`src/rtl/serial_add_defs.sv`:
```
// Shared definitions for the bit-serial adder: FSM state encodings and the
// bit-counter width derivation used by serial_add_ctrl.
package serial_add_defs;

    typedef enum logic [1:0] {
        ST_IDLE = 2'd0,
        ST_RUN  = 2'd1,
        ST_DONE = 2'd2
    } state_t;

    // Counter must hold values up to WIDTH without wrapping.
    function automatic int cnt_width(input int width);
        return $clog2(width) + 1;
    endfunction

endpackage

```
`src/rtl/bit_slice_fa.sv`:
```
// Single combinational 1-bit full adder, time-shared by serial_add_ctrl.
module bit_slice_fa (
    input  logic a,
    input  logic b,
    input  logic cin,
    output logic s,
    output logic cout
);

    assign s    = a ^ b ^ cin;
    assign cout = (a & b) | (cin & (a ^ b));

endmodule

```
`src/rtl/serial_add_ctrl.sv`:
```
// Bit-serial WIDTH-bit adder: latches operands on start, adds one bit per
// clock LSB-first through a single full-adder slice, then publishes
// sum/c_out/ovf with a one-cycle done pulse.
// Optional build macro SERIAL_SUB_EN adds a 'sub' input selecting a-b.
module serial_add_ctrl
    import serial_add_defs::*;
#(
    parameter int WIDTH = 8
) (
    input  logic             clk,
    input  logic             rst_n,
    input  logic             start,
    input  logic [WIDTH-1:0] a,
    input  logic [WIDTH-1:0] b,
    input  logic             c_in,
`ifdef SERIAL_SUB_EN
    input  logic             sub,
`endif
    output logic             ready,
    output logic             busy,
    output logic [WIDTH-1:0] sum,
    output logic             c_out,
    output logic             ovf,
    output logic             done
);

    localparam int CNT_W = cnt_width(WIDTH);
    localparam logic [CNT_W-1:0] LAST_BIT = CNT_W'(WIDTH - 1);
    localparam logic [CNT_W-1:0] MSB_IN   = CNT_W'(WIDTH - 2);

    state_t           state;
    state_t           state_nxt;
    logic [CNT_W-1:0] cnt;
    logic [WIDTH-1:0] a_sh;
    logic [WIDTH-1:0] b_sh;
    logic [WIDTH-1:0] sum_sh;
    logic             carry;
    logic             c_msb;
    logic             slice_s;
    logic             slice_c;
    logic [WIDTH-1:0] b_ld;
    logic             cin_ld;

    bit_slice_fa u_fa (
        .a    (a_sh[0]),
        .b    (b_sh[0]),
        .cin  (carry),
        .s    (slice_s),
        .cout (slice_c)
    );

    // Operand B and initial carry as they are loaded on an accepted start.
`ifdef SERIAL_SUB_EN
    always_comb begin
        b_ld   = sub ? ~b : b;
        cin_ld = sub ? 1'b1 : c_in;
    end
`else
    always_comb begin
        b_ld   = b;
        cin_ld = c_in;
    end
`endif

    // State register.
    always_ff @(posedge clk) begin
        // NOTE: sequential state uses non-blocking assignments so every
        // register samples pre-edge values regardless of statement order.
        if (!rst_n) state <= ST_IDLE;
        else        state <= state_nxt;
    end

    // Next-state and handshake status decode.
    always_comb begin
        // NOTE: defaults first so no path through the case leaves a
        // variable unassigned, which would infer a latch.
        state_nxt = state;
        ready     = 1'b0;
        busy      = 1'b0;
        unique case (state)
            ST_IDLE: begin
                ready = 1'b1;
                if (start) state_nxt = ST_RUN;
            end
            ST_RUN: begin
                busy = 1'b1;
                if (cnt == LAST_BIT) state_nxt = ST_DONE;
            end
            ST_DONE: begin
                busy      = 1'b1;
                state_nxt = ST_IDLE;
            end
            default: state_nxt = ST_IDLE;
        endcase
    end

    // Datapath: operand load, per-bit shift/accumulate, result publish.
    always_ff @(posedge clk) begin
        if (!rst_n) begin
            cnt    <= '0;
            a_sh   <= '0;
            b_sh   <= '0;
            sum_sh <= '0;
            carry  <= 1'b0;
            c_msb  <= 1'b0;
            sum    <= '0;
            c_out  <= 1'b0;
            ovf    <= 1'b0;
            done   <= 1'b0;
        end else begin
            done <= 1'b0;
            unique case (state)
                ST_IDLE: begin
                    if (start) begin
                        a_sh  <= a;
                        b_sh  <= b_ld;
                        carry <= cin_ld;
                        cnt   <= '0;
                    end
                end
                ST_RUN: begin
                    sum_sh <= {slice_s, sum_sh[WIDTH-1:1]};
                    carry  <= slice_c;
                    a_sh   <= a_sh >> 1;
                    b_sh   <= b_sh >> 1;
                    cnt    <= cnt + 1'b1;
                    // Carry out of bit WIDTH-2 is the carry into the MSB.
                    if (cnt == MSB_IN) c_msb <= slice_c;
                end
                ST_DONE: begin
                    sum   <= sum_sh;
                    c_out <= carry;
                    ovf   <= c_msb ^ carry;
                    done  <= 1'b1;
                end
                default: ;
            endcase
        end
    end

endmodule

```
`config.mk`:
```
export PLATFORM = sky130hd
export DESIGN_NAME = serial_add_ctrl
export DESIGN_NICKNAME = d
export VERILOG_FILES = /design/src/rtl/serial_add_defs.sv /design/src/rtl/bit_slice_fa.sv /design/src/rtl/serial_add_ctrl.sv
export SDC_FILE = /design/constraint.sdc
export NUM_CORES = 1
export LEC_CHECK = 0
export CAP_MARGIN = 20
export CORE_UTILIZATION = 40
export DETAILED_ROUTE_END_ITERATION = 8
export PLACE_DENSITY_LB_ADDON = 0.3
export SLEW_MARGIN = 30
export SYNTH_ARGS = -nofsm -noshare
export SYNTH_HDL_FRONTEND = slang
export SYNTH_SLANG_ARGS = --single-unit
```
`constraint.sdc`:
```
create_clock -name clk -period 2.05 [get_ports clk]
set_clock_uncertainty 0.05 [all_clocks]
set_input_delay 0.615 -clock clk [delete_from_list [all_inputs] [get_ports clk]]
set_output_delay 0.615 -clock clk [all_outputs]
set_load 0.01 [all_outputs]
```
== Word level (Yosys, flattened, before mapping) ==
Index checks and enable logic that the tools add are counted.

* Bits in registers: 43
* Input port bits: 20
* Output and inout bits: 13
* Logic and storage cells: 44

* $add $sub $neg: 1
* Eq/ne operators: 6
* Muxes and demuxes: 14
* Bitwise gates (word level): 6
* Reductions and logical operators: 6

{| class="wikitable"
|+ Operators with widths
! cell !! number
|-
| case mux 8 bit (2 select lines) || 2
|-
| two-way mux 8 bit || 2
|-
| == test 4 x 3 -> 1 bit (second input constant) || 2
|-
| case mux 4 bit (2 select lines) || 1
|-
| AND reduction 2 bit || 3
|-
| adder 4 x 1 -> 4 bit (second input constant) || 1
|-
| two-way mux 1 bit || 4
|-
| two-way mux 2 bit || 2
|-
| two-way mux 4 bit || 1
|-
| inequality test 2 bit (second input constant) || 2
|-
| case mux 2 bit (2 select lines) || 1
|-
| XOR 1 bit || 3
|-
| bitwise AND 1 bit || 2
|-
| == test 2 x 1 -> 1 bit (second input constant) || 1
|-
| == test 2 bit (second input constant) || 1
|-
| logical NOT 2 bit || 1
|-
| case mux 1 bit (2 select lines) || 1
|-
| nonzero test 2 bit || 1
|-
| OR reduction 2 bit || 1
|-
| bitwise OR 1 bit || 1
|}

== Logic depth before layout (Yosys ltp) ==
* Word-level depth: 4
* Depth in mapped cells: 7

== By module ==
Synthesis repeated with hierarchy kept, for this count alone.

* Cell total of the unflattened synthesis: 184
* Area, all modules: 1966.9 µm²

{| class="wikitable"
|+ Modules (own cells, without submodules)
! module !! instances !! cells an instance !! area each (µm²) !! seq. area each (µm²)
|-
| serial_add_ctrl || 1 || 183 || 1946.9 || 860.8
|-
| bit_slice_fa || 1 || 1 || 20.0 || 0.0
|}

== Least setup slack after synthesis ==
No wires, ideal clock.

* Path type: register to register
* From: reg state[0]
* To: reg b_sh[0]
* Arrival time: 1.385 ns
* Slack: 0.499 ns
* Cell stages (with the launch flop): 6
* Period minus slack after synthesis: 1.551 ns
* Path through: dfxtp_1 -> inv_1 -> ha_1 -> mux2_4 -> buf_6 -> o211a_1

* Word-level cells in the longest chain between the ends: 3

{| class="wikitable"
|+ RTL lines
! item !! RTL line !! source
|-
| start, declared || serial_add_ctrl.sv:31 || <nowiki>state_t state;</nowiki>
|-
| start signal, assigned || serial_add_ctrl.sv:70 || <nowiki>else state <= state_nxt;</nowiki>
|-
| == test 2 x 1 -> 1 bit / logical NOT 2 bit (equally long branches) || serial_add_ctrl.sv:112 || <nowiki>unique case (state)</nowiki>
|-
| nonzero test 2 bit (no line) / inequality test 2 bit (equally long branches) || - ||
|-
| AND reduction 2 bit (no line) || - ||
|-
| end signal, assigned || serial_add_ctrl.sv:116 || <nowiki>b_sh <= b_ld;</nowiki>
|-
| end signal, assigned || serial_add_ctrl.sv:125 || <nowiki>b_sh <= b_sh >> 1;</nowiki>
|-
| end, declared || serial_add_ctrl.sv:35 || <nowiki>logic [WIDTH-1:0] b_sh;</nowiki>
|}

Parallel ways exist; a longest one is shown, timed or not.
A chain may end at the register's enable or synchronous reset.

== Worst setup path in the final report ==
* From: reg state[1]
* To: out busy

* Word-level cells in the longest chain between the ends: 3

{| class="wikitable"
|+ RTL lines
! item !! RTL line !! source
|-
| == test 2 x 1 -> 1 bit / == test 2 bit (equally long branches) || serial_add_ctrl.sv:80 || <nowiki>unique case (state)</nowiki>
|-
| OR reduction 2 bit (no line) * || - ||
|-
| two-way mux 1 bit * || serial_add_ctrl.sv:80 ||
|-
| end, declared || serial_add_ctrl.sv:20 || <nowiki>output logic busy,</nowiki>
|}

Mark *: on every way between the ends. The rest lies on a longest branch, timed or not.

==> metrics.md <==
| Metric | Value |
|---|---|
| Main flop type after synthesis | `dfxtp_1` |
| CP max stage cell | `dfxtp_1` |
| Die Area | `5210 µm²` |
| Hold EP | `b_sh[7]` |
| Setup Slack @ Placement | `0.126 ns` |
| Syn-to-layout area delta | `24.9%` |
| RD Place Congestion | `0.735` |
| Peak supply drop | `0.471 mV` |
| Vias in the first global route | `1266` |
| Die width | `72.2 µm` |
| Slew headroom | `0.576` |
| Clock sink total | `43` |
| Status | `finished clean` |
| Final max-slew violation count | `0` |
| Via density | `4.90` |
| Min-Delay Path Depth | `2` |
| Worst Tran Pin Value | `0.636 ns` |
| DRC viols | `0` |
| Tightest Hold Check Type | `register to register` |
| Clk root buf | `clkbuf_8` |
| Top cells by area, synth | `dfxtp_1 (44%), mux2i_1 (18%), o211a_1 (8.6%), nor2b_1 (6.0%), nand2_1 (4.2%)` |
| I/O Pins | `33` |
| DP HPWL | `2160 µm` |
| # port buffers | `32` |
| RSZ-0062 raised after global routing | `no` |
| GRT Util Overall | `0.140` |
| Largest net degree at the start of global routing | `47` |
| Final Setup Violations | `0` |
| Final Hold Fails | `0` |
| Drt pass-1 iters | `4` |
| Initial Util | `0.417` |
| Clk Latency, worst-skew pair | `0.29 ns` |
| Kind of critical path | `register to primary output` |
| Post-synth cell types | `26` |
| Post-Syn Nets | `211` |
| Synth area leader | `dfxtp_1` |
| Setup WS post-layout | `0.104 ns` |
| CP Data Arrival Time | `1.28 ns` |
| Initial drt markers | `79` |
| Setup TNS | `0 ns` |
| WL/cell | `11.5 µm` |
| Htree depth | `2` |
| Initial antenna violation count | `0` |
| CP peak stage delay | `0.36 ns` |
| Antenna Violating Nets Remaining | `0` |
| Max-cap violations | `0` |
| EDFF count, synth | `0` |
| Worst Setup End Kind | `primary output` |
| Yosys reg bits | `43` |
| Layout cells sized above 1 | `0.0783` |
| Post-synthesis sequential area ratio | `0.437` |
| Synth top cells by count | `dfxtp_1 (43), mux2i_1 (35), nand2_1 (22)` |
| Core Box Area | `4720 µm²` |
| CP Launch Type | `register` |
| Post-synthesis async set-or-reset flop share | `0` |
| Yosys top cell area share | `0.437` |
| Count leader, synth | `dfxtp_1` |
| WP buf/inv | `2` |
| Final Core Density | `0.521` |
| Core Rows | `25` |
| Cts bufs inserted | `5` |
| Total gr overflow | `0` |
| Worst hold slack | `0.417 ns` |
| # hold bufs at CTS | `0` |
| Postcts setup bufs | `0` |
| YS warnings | `0` |
| Clk slew on worst S/H paths | `0.08 ns` |
| Max frequency | `514 MHz` |
| Mean post-synth cell area | `10.7 µm²` |
| CTS Buffer Depth | `2` |
| CP Cell Sequence | `inv_1 > ha_1 > dlygate4sd2_1` |
| Min Tclk post-route | `1.95 ns` |
| Reg-to-reg slack, setup | `0.41 ns` |
| R2R Path Start | `state[1]` |
| Vias post-DR | `1391` |
| Leakage | `0.00105 µW` |
| Worst endpoint required time | `1.38 ns` |
| Die height | `72.2 µm` |
| Nets | `243` |
| First-pass GRT wire length | `5600 µm` |
| FF-to-FF End | `b_sh[0]` |
| R2R depth | `5` |
| HP Start | `b_sh[7]` |
| Diodes inserted | `0` |
| Crit share post-route | `0.949` |
| CTS tree | `done` |
| Delay-heaviest family, CP | `buffers and inverters` |
| PD cells | `829 nW/µm²` |
| DRT Wirelength | `3250 µm` |
| Synth Cell Area | `1970 µm²` |
| Mapped Cells | `184` |
| Crit Path Max Fanout | `3` |
-- repair_timing --
item / CTS / global route
endpoints found under the setup margin: 2 / 0
hold endpoints to repair: 0 / 0
resized for setup: 3 / 0
-- through the flow --
stage | instances | area, µm² | power (µW)
floorplan | 184 | 1970 | 1280
global placement | 276 | 2340 | 1390
detailed placement | 276 | 2340 | 1390
CTS | 284 | 2460 | 2070
global route | 284 | 2460 | 2160
finish | 284 | 2460 | 2040
-- area by class of cell --
type	count	area, µm²
clock buffers	6	82.6
clock inverters	2	35.0
fillers	443	2260
inverters	4	15.0
multi-input cells	124	1010
flip-flops and latches	43	862
well taps	67	83.8
repair buffers	38	375
-- how the worst max path moves through the flow --
stage | startpoint | to | slack (ns) | cells past startpoint
after floorplan | state[0] | b_sh[0] | 0.50 | 5
after global placement | state[0] | busy | 0.14 | 3
after detailed placement | start | a_sh[7] | 0.13 | 4
after CTS | state[1] | busy | 0.09 | 3
after global routing | state[1] | busy | 0.03 | 3
final | state[1] | busy | 0.10 | 3
-- per-layer routing --
| metal | vias to the layer above | wire length (µm) | GRT usage |
|---|---|---|---|
| li1 | 707 | - | - |
| met1 | 655 | 1610 | 0.181 |
| met2 | 22 | 1470 | 0.211 |
| met3 | 7 | 108 | 0.0375 |
| met4 | 0 | 72 | 0.0784 |
| met5 | - | 0 | 0 |
-- flip-flops by register name, indices dropped and copies added, names as in the netlist --
register,cells
a_sh,8
b_sh,8
sum,8
sum_sh,8
cnt,4
state,2
c_msb,1
c_out,1
carry,1
done,1
ovf,1
-- logic make-up after synthesis --
kind of cell    share of synthesized area
simple gates                        0.146
flops                               0.437
mux                                 0.185
compound gates                      0.126
buf+inv                            0.0533
fa+ha+maj                          0.0483
xor+xnor                          0.00445
-- layout by cell type, fill, tap and decap left out, types with 4 or more instances in the layout --
| cell | netlist | final |
|---|---|---|
| dfxtp_1 | 43 | 42 |
| mux2i_1 | 35 | 35 |
| clkdlybuf4s50_1 | 0 | 30 |
| nand2_1 | 22 | 22 |
| nor2b_1 | 19 | 19 |
| o211a_1 | 17 | 17 |
| clkbuf_8 | 0 | 6 |
| a21boi_0 | 5 | 5 |
| ha_1 | 6 | 5 |
| buf_4 | 2 | 5 |
| inv_1 | 4 | 4 |
| nand4b_1 | 4 | 4 |
-- report_power, final --
| group | switching (µW) | internal [µW] | total, µW |
|---|---|---|---|
| Sequential | 43.4 | 904 | 948 |
| Combinational | 196 | 217 | 413 |
| Clock | 284 | 394 | 678 |
-- worst reg2reg max path: cells and delay by family (launching register included) --
| kind | cells | cell delay [ns] |
|---|---|---|
| buffers and inverters | 2 | 0.24 |
| multiplexers | 1 | 0.44 |
| flip-flops | 1 | 0.36 |
| AO/OA/AOI/OAI | 1 | 0.26 |
| adder cells (fa/ha/maj) | 1 | 0.19 |
No activity file was read; power rests on OpenSTA's default activity.
==> RTL edit (config.mk and constraints unchanged) <==
`WIDTH`: 8 -> 12.
--- a/src/rtl/serial_add_ctrl.sv
+++ b/src/rtl/serial_add_ctrl.sv
@@ -5,7 +5,7 @@
 module serial_add_ctrl
     import serial_add_defs::*;
 #(
-    parameter int WIDTH = 8
+    parameter int WIDTH = 12
 ) (
     input  logic             clk,
     input  logic             rst_n,
Ports: changed (resized a, b and sum); port bits go from 33 to 45. No check against the original RTL was run, so the function may have changed too.
==> RTL edit against the original RTL <==
  * Register-to-register slack worse by 0.16 ns
  * Cell area is 32% higher
  * Wire length is 49% higher
  * Combinational power is 46% higher
  * Setup slack worse by 0.035 ns
  * Sequential cell count is 17 higher
  * Power is 55% higher
  * First-iteration DRC count is 2.5% higher
  * Count of clock-buffer cells in the layout is 4 higher
  * Area after synthesis is 27% higher
==> RTL edit: results (changes against the original RTL) <==
finish:
  nFillCells: 518  # +17%
  nets: 332  # +37%
  final_cells: 378  # +33%
  drive_above_1_share_pct: 10.2  # +2.4 points
synth:
  synthCells: 252  # +37%
  ys_top_cells_by_area: "dfxtp_1, mux2i_1, nor2_1, a211oi_1, ha_1"
  synth_nets: 286  # +36%
  yosysSeqAreaShare_pct: 48.0  # +4.3 points
  synth_common_cells: "dfxtp_1, mux2i_1, nor2_1, a211oi_1, buf_2"
detailed_routing:
  drt_iter0_drc: 81  # +2.5%
  routedWlPerCell_um: 12.8  # +12%
clock_tree:
  cts_buffers: 9  # +4
  h-tree-depth: 3  # +1
critical_path:
  crit_arrival_ns: 1.32  # +0.04 ns
  reg2reg_to: "cnt[0]"
  rrSetupSlack_ns: 0.25  # -0.16 ns
placed_design:
  dp_hpwl_mm: 3.16  # +46%
  gp_congestion: 0.785  # +6.8%
global_routing:
  grt_pass1_wl_mm: 7.96  # +42%
  grt_usage_pct: 16.2  # +2.2 points
  grt_max_degree: 55  # +17%
  grt_pass1_vias: 1771  # +40%
sta:
  tightestPinTransition_ns: 0.595  # -0.0412 ns
run_status:
  run_status: "completed"
power:
  ir_drop_uv: 509  # +8.2%
RTL edit: where the power goes:
part	total (mW)	switching (mW)	internal [mW]
clock	1.22	0.494	0.730
combinational	0.603	0.313	0.289
sequential	1.32	0.0584	1.27
total	3.15	0.866	2.29
RTL edit: metrics by stage:
| stage | setup TNS [ns] | setup WS, ns | hold WS (ns) | util (%) |
|---|---|---|---|---|
| after floorplan | 0 | 0.427 | 0.382 | - |
| after global placement | 0 | 0.0499 | 0.402 | 50.5 |
| after detailed placement | -0.0204 | -0.0118 | 0.403 | 50.5 |
| after CTS | 0 | 0.00300 | 0.411 | 54.3 |
| after global routing | 0 | 0.00552 | 0.429 | 54.4 |
| final | 0 | 0.0691 | 0.412 | 54.4 |
RTL edit: per-layer routing:
metal	vias to the layer above	share of wire (%)	GRT usage [%]
met5	-	0	0
met4	0	0.95	6.43
met3	5	4.9	6.40
met2	37	44	24.8
met1	871	50	20.3
li1	976	-	-
RTL edit: logic make-up after synthesis:
family | count (synthesis) | synth area share [%]
AND/OR/NAND/NOR | 70 | 11.7
flip-flops | 60 | 48.0
multiplexers | 51 | 20.5
AO/OA/AOI/OAI | 40 | 11.2
buffers and inverters | 24 | 4.95
adder cells (fa/ha/maj) | 6 | 3.30
XOR/XNOR | 1 | 0.350
RTL edit: timing repair:
item	in CTS	in global routing
endpoints found under the setup margin	2	1
resized for setup	2	2
hold buffers	0	0
RTL edit: worst min path at each step:
stage                         from  endpoint  depth (start not counted)
final                     b_sh[11]  b_sh[11]                          2
after global routing      b_sh[11]  b_sh[11]                          2
after CTS                 b_sh[11]  b_sh[11]                          2
after detailed placement  b_sh[11]  b_sh[11]                          2
after global placement    b_sh[11]  b_sh[11]                          2
after floorplan           a_sh[11]  a_sh[11]                          2
RTL edit: layout make-up:
type                            count  area share [%]
Clock inverter                      6            2.92
Inverter                            7           0.806
Clock buffer                       10            4.22
Tap cell                           75            2.88
Multi-Input combinational cell    168            36.2
Timing Repair Buffer               52            16.1
Sequential cell                    60            36.9
RTL edit: critical path, stage by stage, from the launching register on:
cell and delay, ns:
dfxtp_2 0.33, inv_1 0.07, ha_1 0.30, dlygate4sd2_1 0.29
